$ cat src/rtl/seq_pkg.sv
// rtl/seq_pkg.sv - shared FSM encoding and constants for seq_stream_sched
package seq_pkg;

  typedef enum logic [2:0] {
    ST_IDLE,
    ST_CLEAR,
    ST_STREAM,
    ST_DRAIN,
    ST_REPORT
  } state_t;

  localparam int DEF_FRAME_LEN = 16;
  localparam int DEF_CNT_W     = 5;

  // Saturation ceiling of a w-bit match counter.
  function automatic int cnt_sat(input int w);
    return (1 << w) - 1;
  endfunction

endpackage

$ cat src/rtl/seq_rr_arb.sv
// rtl/seq_rr_arb.sv - combinational round-robin pick starting at i_ptr
module seq_rr_arb
  import seq_pkg::*;
#(
  parameter int N_REQ = 4,
  parameter int ID_W  = 2
) (
  input  logic [N_REQ-1:0] i_req,
  input  logic [ID_W-1:0]  i_ptr,
  output logic [N_REQ-1:0] o_onehot,
  output logic [ID_W-1:0]  o_id,
  output logic             o_valid
);

  logic [ID_W-1:0] w_idx;

  always_comb begin
    o_onehot = '0;
    o_id     = '0;
    o_valid  = 1'b0;
    w_idx    = '0;
    for (int i = 0; i < N_REQ; i++) begin
      w_idx = ID_W'((int'(i_ptr) + i) % N_REQ);
      if (!o_valid && i_req[w_idx]) begin
        o_valid         = 1'b1;
        o_onehot[w_idx] = 1'b1;
        o_id            = w_idx;
      end
    end
  end

endmodule

$ cat src/rtl/seq_stream_sched.sv
// rtl/seq_stream_sched.sv - round-robin frame scheduler sharing one 10110 detector
// Defining SEQ_SCHED_ABORT_EN adds o_aborted and ends a frame when the winner drops req.
module seq_stream_sched
  import seq_pkg::*;
#(
  parameter int N_REQ     = 4,
  parameter int FRAME_LEN = DEF_FRAME_LEN,
  parameter int CNT_W     = DEF_CNT_W,
  parameter int ID_W      = 2
) (
  input  logic             i_clk,
  input  logic             i_rst_n,
  input  logic [N_REQ-1:0] i_req,
  input  logic [N_REQ-1:0] i_bit_in,
  output logic [N_REQ-1:0] o_grant,
  output logic             o_bit_rdy,
  output logic             o_det_clr,
  output logic             o_det_in,
  input  logic             i_det_out,
`ifdef SEQ_SCHED_ABORT_EN
  output logic             o_aborted,
`endif
  output logic             o_done,
  output logic [ID_W-1:0]  o_done_id,
  output logic [CNT_W-1:0] o_match_cnt
);

  localparam int BC_W = $clog2(FRAME_LEN);
  localparam logic [CNT_W-1:0] CNT_MAX = CNT_W'(cnt_sat(CNT_W));

  state_t           r_state, w_state_next;
  logic [ID_W-1:0]  r_ptr, r_winner, r_done_id;
  logic [N_REQ-1:0] r_grant_oh;
  logic [BC_W-1:0]  r_bit_cnt;
  logic [CNT_W-1:0] r_cnt, r_match, w_cnt_next;
  logic [N_REQ-1:0] w_arb_oh;
  logic [ID_W-1:0]  w_arb_id;
  logic             w_arb_valid, w_last, w_sample, w_abort;

  seq_rr_arb #(.N_REQ(N_REQ), .ID_W(ID_W)) u_arb (
    .i_req    (i_req),
    .i_ptr    (r_ptr),
    .o_onehot (w_arb_oh),
    .o_id     (w_arb_id),
    .o_valid  (w_arb_valid)
  );

  assign w_last = (r_bit_cnt == BC_W'(FRAME_LEN - 1));
  // det_out lags det_in by one cycle, so the first STREAM cycle carries nothing new.
  assign w_sample = ((r_state == ST_STREAM) && (r_bit_cnt != '0)) || (r_state == ST_DRAIN);
`ifdef SEQ_SCHED_ABORT_EN
  assign w_abort = (r_state == ST_STREAM) && !i_req[r_winner];
`else
  assign w_abort = 1'b0;
`endif

  always_ff @(posedge i_clk or negedge i_rst_n) begin
    if (!i_rst_n) begin
      r_state    <= ST_IDLE;
      r_ptr      <= '0;
      r_winner   <= '0;
      r_grant_oh <= '0;
      r_bit_cnt  <= '0;
      r_cnt      <= '0;
      r_done_id  <= '0;
      r_match    <= '0;
`ifdef SEQ_SCHED_ABORT_EN
      o_aborted  <= 1'b0;
`endif
    end else begin
      r_state   <= w_state_next;
      r_cnt     <= w_cnt_next;
      r_bit_cnt <= (r_state == ST_STREAM) ? r_bit_cnt + BC_W'(1) : '0;
      if (r_state == ST_IDLE && w_arb_valid) begin
        r_winner   <= w_arb_id;
        r_grant_oh <= w_arb_oh;
      end
      if (w_state_next == ST_REPORT) begin
        r_done_id <= r_winner;
        r_match   <= w_cnt_next;
`ifdef SEQ_SCHED_ABORT_EN
        o_aborted <= w_abort;
`endif
      end
      if (r_state == ST_REPORT)
        r_ptr <= (r_winner == ID_W'(N_REQ - 1)) ? '0 : r_winner + ID_W'(1);
    end
  end

  always_comb begin
    w_state_next = r_state;
    w_cnt_next   = r_cnt;
    case (r_state)
      ST_IDLE:   if (w_arb_valid) w_state_next = ST_CLEAR;
      ST_CLEAR:  w_state_next = ST_STREAM;
      ST_STREAM: if (w_abort) w_state_next = ST_REPORT;
                 else if (w_last) w_state_next = ST_DRAIN;
      ST_DRAIN:  w_state_next = ST_REPORT;
      ST_REPORT: w_state_next = ST_IDLE;
      default:   w_state_next = ST_IDLE;
    endcase
    if (w_state_next == ST_CLEAR)
      w_cnt_next = '0;
    else if (w_sample && i_det_out && r_cnt != CNT_MAX)
      w_cnt_next = r_cnt + CNT_W'(1);
  end

  always_comb begin
    o_grant   = '0;
    o_bit_rdy = 1'b0;
    o_det_clr = 1'b0;
    o_det_in  = 1'b0;
    o_done    = 1'b0;
    case (r_state)
      ST_CLEAR: begin
        o_grant   = r_grant_oh;
        o_det_clr = 1'b1;
      end
      ST_STREAM: begin
        o_grant   = r_grant_oh;
        o_bit_rdy = 1'b1;
        o_det_in  = i_bit_in[r_winner];
      end
      ST_DRAIN:  o_grant = r_grant_oh;
      ST_REPORT: o_done = 1'b1;
      default: ;
    endcase
  end

  assign o_done_id   = r_done_id;
  assign o_match_cnt = r_match;

endmodule

$ cat config.mk
export PLATFORM = sky130hd
export DESIGN_NAME = seq_stream_sched
export DESIGN_NICKNAME = d
export VERILOG_FILES = /design/src/rtl/seq_pkg.sv /design/src/rtl/seq_rr_arb.sv /design/src/rtl/seq_stream_sched.sv
export SDC_FILE = /design/constraint.sdc
export NUM_CORES = 1
export LEC_CHECK = 0
export ABC_CLOCK_PERIOD_IN_PS = 2400
export BUFFER_PORTS_ARGS = -buffer_cell sky130_fd_sc_hd__buf_2
export CORE_MARGIN = 4
export CORE_UTILIZATION = 50
export CTS_BUF_LIST = sky130_fd_sc_hd__clkbuf_8
export CTS_CLUSTER_DIAMETER = 50
export CTS_CLUSTER_SIZE = 25
export DETAILED_ROUTE_END_ITERATION = 6
export PLACE_DENSITY = 0.71
export SYNTH_ARGS = -nofsm -noshare
export SYNTH_HDL_FRONTEND = slang
export SYNTH_SLANG_ARGS = --single-unit
$ cat constraint.sdc
create_clock -name i_clk -period 2.4 [get_ports i_clk]
set_input_delay 0 -clock i_clk [delete_from_list [all_inputs] [get_ports i_clk]]
set_output_delay 0 -clock i_clk [all_outputs]
set_load 0.1 [all_outputs]
==> results.json, run 1 <==
{
  "netlist.area_leader.share_pct": 38.3,
  "avgRoutedWirePerCell_um": 13.5,
  "gp_congestion": 0.959,
  "cp.arrival_ns": 2.27,
  "max_stage_delay_ns": 0.43,
  "dieWidth_um": 67.4,
  "worstSkewPairLatency_ns": 0.27,
  "yosys_warnings": 0,
  "ctsResizeCount": 0,
  "slew_viol_final": 0,
  "initial_core_util_pct": 52.5,
  "cts_root_buf": "clkbuf_8",
  "synth.largest_area_cell": "dfrtp_1",
  "ios": 26,
  "synth_ff_type": "dfrtp_1",
  "cts_num_sinks": 27,
  "drc": 0,
  "post-dp-hpwl_mm": 2.71,
  "drive_gt1_share_pct": 21.4,
  "clk_pin_slew_ns": 0.09,
  "slowest_stage": "a2111oi_0",
  "tns_ns": 0,
  "synth_area_leaders": "dfrtp_1 (38%), ha_1 (6.4%), nand2_1 (4.7%)",
  "finalHoldViolations": 0,
  "setup_viol": 0,
  "core_area_um2": 3360,
  "avgSynthCellArea_um2": 9.34,
  "cts_max_path_buffers": 2,
  "cp_common_cell": "inv_1",
  "dieHeight_um": 67.4,
  "gr-usage-all-layers_pct": 17.6,
  "crit_family": "compound AO/OA/AOI/OAI gates",
  "die_area_um2": 4550,
  "fmax_ghz": 0.475,
  "synthCells": 189,
  "end_kind": "flop",
  "drt_iter0_drc": 89,
  "ys_seq_area_share_pct": 38.3,
  "cts_inserted_buffers": 3,
  "vias": 1475,
  "worstPathRequired_ns": 2.57,
  "status": "finished clean",
  "synthArstFlopShare_pct": 100,
  "num_rows": 21,
  "critPathMaxFanout": 8,
  "io_buffers": 25,
  "skew_ns": 0.00463,
  "final.min_clock_period_ns": 2.10,
  "path_cells": "inv_1, ha_1, inv_1, mux2i_2, a2111oi_0, a2bb2oi_1, o21ai_1",
  "rsz0062_at_grt": "no",
  "hp-class": "input port to flop",
  "grt_antenna_before_repair": 0,
  "wirelength_mm": 3.53,
  "first_global_vias": 1454,
  "synth.ff_latch_count": 27,
  "crit_buf_inv": 2,
  "vias_per_cell": 5.65,
  "antenna_cells": 0,
  "period_share_pct": 87.7,
  "cts_tree": "built",
  "syn_area_um2": 1770,
  "dr.pass1.iters": 4,
  "synth_nets": 209,
  "grt_pass1_wl_mm": 6.24,
  "fillCellCount": 329,
  "synth_edf_count": 0,
  "seqCellArea_um2": 676,
  "relSlewSlack_pct": 41.2,
  "fin_nets": 236,
  "critPathKind": "flop to flop",
  "grt_overflow": 0,
  "multi_input_area_um2": 1010,
  "grt_max_degree": 28,
  "start_kind": "flop",
  "syn_to_final_growth_pct": 12.6,
  "htreeDepth": 1,
  "yosysUniqueCellTypes": 49,
  "worst_pin_slew_ns": 0.871,
  "antenna_left": 0,
  "cap_viol_max_count": 0
}
## cell usage in the layout (no fill, tap or decap), drive strengths merged, types with 2 or more instances in the layout
cell type  instances
clkbuf             3
nor2              20
a2bb2oi            4
and3               9
dfrtp             27
and2               6
xnor2              3
mux2i              6
buf               29
mux2               5
o21ai             13
nand2b             6
a2111oi            4
o31ai              3
nor3               2
ha                 9
xor2               3
nor4b              2
nand3              4
a21oi              4
o22ai              4
nand2             22
inv                8
## flip-flops by register name (all words and copies together) (netlist names)
| name | count |
|---|---|
| o_done_id | 2 |
| r_winner | 2 |
| o_match_cnt | 5 |
| r_ptr | 2 |
| r_bit_cnt | 4 |
| r_cnt | 5 |
| r_state | 3 |
| r_grant_oh | 4 |
## area by class of cell
type                            count  area share, %
Sequential cell                    27           34.0
Clock inverter                      1          0.252
Clock buffer                        3           2.08
Timing Repair Buffer               30           8.31
Tap cell                           46           2.89
Inverter                            8           1.51
Multi-Input combinational cell    146           51.0
## worst paths after layout
check | start | endpoint | slack, ns | depth (start not counted)
setup / recovery | r_ptr[0]$_DFFE_PN0P_ | r_grant_oh[0]$_DFFE_PN0P_ | 0.30 | 7
hold / removal | i_req[2] | r_winner[1]$_DFFE_PN0P_ | 0.19 | 3
min in group asynchronous | i_rst_n | r_bit_cnt[2]$_DFF_PN0_ | 0.26 | 2
max in group asynchronous | i_rst_n | r_cnt[4]$_DFF_PN0_ | 1.76 | 2
hold reg to reg | r_grant_oh[0]$_DFFE_PN0P_ | r_grant_oh[0]$_DFFE_PN0P_ | 0.48 | 2
setup reg to reg | r_ptr[0]$_DFFE_PN0P_ | r_grant_oh[0]$_DFFE_PN0P_ | 0.30 | 7
## per-stage QoR
stage	area [um^2]	worst slack [ns]	std cells	hold slack [ns]	util, %
after floorplan	1770	0.267	189	-0.296	-
after global placement	1930	0.395	256	0.0324	57.4
after detailed placement	1930	0.278	256	0.0421	57.4
after CTS	1990	0.291	261	0.192	59.1
after global routing	1990	0.0729	261	0.212	59.1
final	1990	0.296	261	0.185	59.1
## cell usage after synthesis (2+ instances only)
master     instances
o22ai_1            4
xnor2_1            3
clkbuf_1           2
xor2_1             3
nand2_1           22
mux2i_1            3
a2111oi_0          4
inv_2              3
nand2b_1           6
and3_1             9
mux2_2             3
nor3_1             2
nand3_1            3
buf_2              2
mux2_1             2
buf_4              3
mux2i_2            2
nor2_1            20
o31ai_1            3
inv_1              5
dfrtp_1           27
ha_1               9
and2_1             6
a2bb2oi_1          4
a21oi_1            4
o21ai_1           12
## per-layer routing
metal  GRT usage (%)  up-vias  part of all wire, %
li1                -      724                    -
met1            20.8      699                   43
met2            32.0       44                   51
met3            2.16        8                  4.0
met4            6.84        0                  1.8
met5               0        -                    0
## what timing repair did
action / 4_1_cts / 5_1_grt
endpoints found under the setup margin: 0 / 0
hold buffers: 1 / 0
hold endpoints to repair: 27 / 0
buffers inserted: 0 / 0
## cells by family after synthesis
logic type / share of synthesized area (%)
adder cells (fa/ha/maj): 6.38
multiplexers: 9.00
XOR/XNOR: 2.98
AO/OA/AOI/OAI: 15.3
AND/OR/NAND/NOR: 23.5
buffers and inverters: 4.61
flip-flops: 38.3
## tightest hold or removal path, stage by stage
cell     delay, ns
buf_2         0.19
o31ai_1       0.10
o21ai_1       0.12
Power of run 1 is not shown: default switching activity piles up to over one toggle a cycle in this logic, so the estimate is an artifact.
==> run 2, diff against run 1 <==
--- a/config.mk
+++ b/config.mk
@@ -5,6 +5,7 @@
 export SDC_FILE = /design/constraint.sdc
 export NUM_CORES = 1
 export LEC_CHECK = 0
+export ABC_AREA = 1
 export ABC_CLOCK_PERIOD_IN_PS = 2400
 export BUFFER_PORTS_ARGS = -buffer_cell sky130_fd_sc_hd__buf_2
 export CORE_MARGIN = 4
==> run 2 against run 1 <==
  * Synthesized cell count grew 21%
  * Flip-flop and latch count is the same
  * Global-route usage shrank 0.15 points
  * Largest cell class unchanged
==> results.json, run 2 <==
{
  "cts_root_buf": "clkbuf_8",
  "fillCellCount": 340,
  "cap_viol_max_count": 0,
  "antenna_left": 0,
  "fin_nets": 277,
  "worstPathRequired_ns": 2.58,
  "ios": 26,
  "cts_hold_buf": 1,
  "skew_ns": 0.00815,
  "cts_inserted_buffers": 3,
  "synth_edf_count": 0,
  "ys_top_cells_by_count": "nand2_1 (59), inv_1 (31), dfrtp_1 (27)",
  "core_area_um2": 3340,
  "synth_ff_type": "dfrtp_1",
  "relSlewSlack_pct": 60.8,
  "fmax_ghz": 0.484,
  "drc": 0,
  "layout_common_cells": "nand2_1 (59), inv_1 (31), dfrtp_1 (27)",
  "gr-usage-met3_pct": 3.04,
  "dieHeight_um": 67.0,
  "slew_viol_final": 0,
  "die_area_um2": 4480,
  "postPlaceCellArea_um2": 1910,
  "rrSetupSlack_ns": 0.33,
  "synth_area_leaders": "dfrtp_1 (39%), nand2_1 (13%), inv_1 (6.7%)",
  "cts_max_path_buffers": 2,
  "rsz0062_at_grt": "no",
  "grt_overflow": 0,
  "period_share_pct": 86.0,
  "postCtsSetupRepairBufs": 0,
  "yosysUniqueCellTypes": 29,
  "tns_ns": 0,
  "yosys_warnings": 0,
  "grt_antenna_before_repair": 0,
  "end_kind": "flop",
  "setup_viol": 0,
  "final_area_um2": 1970,
  "initial_core_util_pct": 52.1,
  "avgSynthCellArea_um2": 7.59,
  "drt_iter0_drc": 36,
  "hp-class": "input port to flop",
  "critPathMaxFanout": 12,
  "critPathKind": "flop to flop",
  "cts_num_sinks": 27,
  "global_route.usage.met1_pct": 22.4,
  "vias": 1506,
  "slowest_stage": "dfrtp_1",
  "ys_seq_area_share_pct": 38.9,
  "synthCells": 229,
  "grt_pass1_wl_mm": 6.01,
  "synth.ff_latch_count": 27,
  "final.min_clock_period_ns": 2.07,
  "grt_util_met2_pct": 29.6,
  "cp_common_cell": "nand2_1",
  "num_rows": 21,
  "synth.largest_area_cell": "dfrtp_1",
  "path_cells": "inv_6, ha_1, inv_1, nand2_1, nand2_2, nor2_4, nand3_2, nand2_4, inv_2, nand2_1, nand2_1",
  "cts_tree": "built",
  "worst_pin_slew_ns": 0.587,
  "worstSkewPairLatency_ns": 0.28,
  "gp_congestion": 0.816,
  "max_stage_delay_ns": 0.65,
  "grt_max_degree": 28,
  "yosysMostFrequentCell": "nand2_1",
  "netlist.area_leader.share_pct": 38.9,
  "ctsResizeCount": 0,
  "synth_nets": 249,
  "finalHoldViolations": 0,
  "io_buffers": 25,
  "gr-usage-all-layers_pct": 17.4,
  "first_global_vias": 1376,
  "grt_most_used_layer": "met2",
  "cp.arrival_ns": 2.24,
  "avgRoutedWirePerCell_um": 11.6,
  "antenna_cells": 0,
  "post-dp-hpwl_mm": 2.73,
  "htreeDepth": 1,
  "start_kind": "flop",
  "dieWidth_um": 67.0,
  "drive_gt1_share_pct": 21.1,
  "final_common_cell": "nand2_1",
  "status": "finished clean",
  "holdWs_ns": 0.212,
  "synthArstFlopShare_pct": 100,
  "wirelength_mm": 3.51,
  "clk_pin_slew_ns": 0.10,
  "syn_area_um2": 1740,
  "vias_per_cell": 4.99,
  "dr.pass1.iters": 4,
  "syn_to_final_growth_pct": 13.5
}
## run 2: changes by cell type in the layout (fill, tap and decap cells not counted), moves of 5 or more
| cell | before | now |
|---|---|---|
| nand2_1 | 22 | 59 |
| inv_1 | 5 | 31 |
| o21ai_1 | 12 | 5 |
| and3_1 | 9 | 0 |
| nand2b_1 | 6 | 0 |
| nand4_1 | 1 | 6 |
| and2_1 | 6 | 0 |
| nand3_1 | 3 | 22 |
| o21ai_0 | 1 | 9 |
## run 2: per-stage QoR
step / util (%) / std cells / worst slack, ns
3_5_place_dp: 57.4 / 297 / 0.341
4_1_cts: 59.1 / 302 / 0.332
5_1_grt: 59.1 / 302 / 0.150
6_report: 59.1 / 302 / 0.335
3_3_place_gp: 57.4 / 297 / 0.357
2_1_floorplan: - / 229 / -0.0185
## run 2: per-layer routing
metal | vias to the layer above | wire length [um]
met3 | 2 | 111
met4 | 0 | 29
li1 | 790 | -
met1 | 695 | 1710
met2 | 19 | 1660
met5 | - | 0
## run 2: area by class of cell
type / count / area, um^2 / share of cell area [%]
clock inverters: 1 / 7.51 / 0.380
well taps: 46 / 57.6 / 2.92
inverters: 34 / 133 / 6.72
repair buffers: 27 / 143 / 7.23
clock buffers: 3 / 41.3 / 2.09
flip-flops and latches: 27 / 676 / 34.2
multi-input cells: 164 / 916 / 46.4
## run 2: worst paths after layout
check	start	end	depth (start not counted)
worst max-delay path	r_ptr[0]$_DFFE_PN0P_	r_grant_oh[0]$_DFFE_PN0P_	11
worst min-delay path	i_det_out	r_cnt[0]$_DFF_PN0_	6
worst max register to register	r_ptr[0]$_DFFE_PN0P_	r_grant_oh[0]$_DFFE_PN0P_	11
worst min register to register	r_grant_oh[1]$_DFFE_PN0P_	r_grant_oh[1]$_DFFE_PN0P_	2
max in group asynchronous	i_rst_n	r_state[1]$_DFF_PN0_	2
min in group asynchronous	i_rst_n	o_match_cnt[2]$_DFFE_PN0N_	2
## run 2: logic make-up after synthesis
logic type / after synthesis / synth area share (%)
adders and majority gates: 9 / 6.48
xor gates and xnor gates: 2 / 1.01
and+or+nand+nor: 122 / 33.2
AOI/OAI and AO/OA: 31 / 10.9
DFF: 27 / 38.9
buffers and inverters: 38 / 9.58
## run 2: critical path, delay by kind of cell, from the launching register on
| kind | cells | cell delay (ns) |
|---|---|---|
| buffers and inverters | 3 | 0.33 |
| and+or+nand+nor | 7 | 0.65 |
| adders and majority gates | 1 | 0.36 |
| DFF | 1 | 0.65 |
Power of run 2 is left out for the same reason.
==> run 3, diff against run 2 <==
--- a/config.mk
+++ b/config.mk
@@ -8,6 +8,7 @@
 export ABC_AREA = 1
 export ABC_CLOCK_PERIOD_IN_PS = 2400
 export BUFFER_PORTS_ARGS = -buffer_cell sky130_fd_sc_hd__buf_2
+export CORE_ASPECT_RATIO = 0.7
 export CORE_MARGIN = 4
 export CORE_UTILIZATION = 50
 export CTS_BUF_LIST = sky130_fd_sc_hd__clkbuf_8
==> run 3 against run 2 <==
  * Clock-buffer cell count unchanged
  * Final cell count up 0.66%
  * Critical path depth unchanged
  * Maximum frequency down 1.6%
  * Flip-flop and latch count unchanged
  * Setup slack worse by 0.034 ns
  * Core utilization up 2.1 points
  * Sequential share of layout area down 0.087 points
  * First-iteration DRC count rose to 2.8 times the previous value
  * Via count down 1.5%
  * Cell area up 0.25%
  * Worst hold slack better by 0.0080 ns
  * Largest cell class unchanged
==> results.json, run 3 (same netlist as run 2, synthesis figures left out) <==
{
  "status": "finished clean",
  "relSlewSlack_pct": 60.4,
  "reg2reg_to": "r_winner[1]$_DFFE_PN0P_",
  "grt_pass1_wl_mm": 6.39,
  "grt_antenna_before_repair": 0,
  "crit_buf_inv": 3,
  "cts_max_path_buffers": 2,
  "holdWs_ns": 0.221,
  "core_area_um2": 3230,
  "start_kind": "flop",
  "worst_pin_slew_ns": 0.594,
  "avgRoutedWirePerCell_um": 12.0,
  "htreeDepth": 1,
  "dieWidth_um": 78.5,
  "gr-usage-all-layers_pct": 18.0,
  "num_rows": 17,
  "worstPathRequired_ns": 2.56,
  "die_area_um2": 4500,
  "drive_gt1_share_pct": 21.0,
  "r2r_cells": 11,
  "fin_util_pct": 61.2,
  "ios": 26,
  "grt_overflow": 0,
  "drt_iter0_drc": 99,
  "final_common_cell": "nand2_1",
  "skew_ns": 0.00462,
  "period_share_pct": 87.4,
  "fillCellCount": 298,
  "worstSkewPairLatency_ns": 0.27,
  "setup_viol": 0,
  "dr.pass1.iters": 4,
  "clk_pin_slew_ns": 0.09,
  "postCtsSetupRepairBufs": 0,
  "hold_end": "r_cnt[0]$_DFF_PN0_",
  "cap_viol_max_count": 0,
  "antenna_left": 0,
  "r2r-start": "r_ptr[0]$_DFFE_PN0P_",
  "antenna_cells": 0,
  "final.min_clock_period_ns": 2.10,
  "wirelength_mm": 3.66,
  "end_kind": "flop",
  "cts_tree": "built",
  "vias": 1484,
  "crit_family": "flip-flops",
  "vias_per_cell": 4.88,
  "stdcell_count": 304,
  "critPathMaxFanout": 12,
  "path_cells": "inv_6, ha_1, inv_1, nand2_1, nand2_2, nor2_4, nand3_2, nand2_4, inv_2, nand2_1, nand2_1",
  "hold_depth": 6,
  "hp-class": "input port to flop",
  "rrSetupSlack_ns": 0.30,
  "cts_inserted_buffers": 3,
  "gp_congestion": 0.882,
  "first_global_vias": 1354,
  "fmax_ghz": 0.476,
  "finalHoldViolations": 0,
  "post-dp-hpwl_mm": 2.84,
  "hold_path.startpoint": "i_det_out",
  "slew_viol_final": 0,
  "io_buffers": 25,
  "fin_nets": 278,
  "slowest_stage": "dfrtp_1",
  "rsz0062_at_grt": "no",
  "max_stage_delay_ns": 0.65,
  "critPathKind": "flop to flop",
  "cts_num_sinks": 27,
  "layout_common_cells": "nand2_1 (59), inv_1 (32), dfrtp_1 (27)",
  "initial_core_util_pct": 53.8,
  "cts_root_buf": "clkbuf_8",
  "cp.arrival_ns": 2.26,
  "dieHeight_um": 57.3,
  "cp_common_cell": "nand2_1",
  "drc": 0,
  "syn_to_final_growth_pct": 13.8,
  "tns_ns": 0,
  "grt_max_degree": 28,
  "place_inst": 299
}
-- run 3: per-layer routing --
| metal | track usage, % | vias up | share of wire, % |
|---|---|---|---|
| met5 | 0 | - | 0 |
| met2 | 23.8 | 40 | 38 |
| li1 | - | 787 | - |
| met3 | 4.42 | 0 | 5.5 |
| met1 | 28.9 | 657 | 57 |
| met4 | 3.99 | 0 | 0 |
-- run 3: how the worst max path moves through the flow --
stage | slack, ns | from | cells past startpoint | end
after floorplan | -0.02 | r_state[2]$_DFF_PN0_ | 3 | o_det_in
after global routing | 0.13 | r_ptr[0]$_DFFE_PN0P_ | 11 | r_grant_oh[0]$_DFFE_PN0P_
after detailed placement | 0.32 | r_ptr[0]$_DFFE_PN0P_ | 11 | r_grant_oh[0]$_DFFE_PN0P_
after CTS | 0.30 | r_ptr[0]$_DFFE_PN0P_ | 11 | r_winner[1]$_DFFE_PN0P_
final | 0.30 | r_ptr[0]$_DFFE_PN0P_ | 11 | r_winner[1]$_DFFE_PN0P_
after global placement | 0.31 | r_ptr[0]$_DFFE_PN0P_ | 11 | r_winner[0]$_DFFE_PN0P_
-- run 3: cell type report --
cell class,count,area [um^2],share of cell area (%)
repair buffers,28,150,7.59
multi-input cells,164,916,46.3
flip-flops and latches,27,676,34.2
inverters,34,133,6.70
well taps,47,58.8,2.97
clock inverters,1,3.75,0.190
clock buffers,3,41.3,2.09
-- run 3: per-stage QoR --
stage / setup WS, ns / area [um^2]
3_5_place_dp: 0.321 / 1920
3_3_place_gp: 0.312 / 1920
2_1_floorplan: -0.0185 / 1760
6_report: 0.301 / 1980
4_1_cts: 0.299 / 1980
5_1_grt: 0.127 / 1980
-- run 3: worst reg2reg max path, stage by stage (launching register included) --
cell	delay [ns]
dfrtp_1	0.65
inv_6	0.10
ha_1	0.36
inv_1	0.10
nand2_1	0.09
nand2_2	0.07
nor2_4	0.12
nand3_2	0.09
nand2_4	0.13
inv_2	0.14
nand2_1	0.09
nand2_1	0.05
-- run 3: what timing repair did --
item                                   in CTS  in global routing
hold buffers                                1                  0
endpoints found under the hold margin      27                  0
gates resized for setup                     0                  0
Power of run 3 is left out for the same reason.
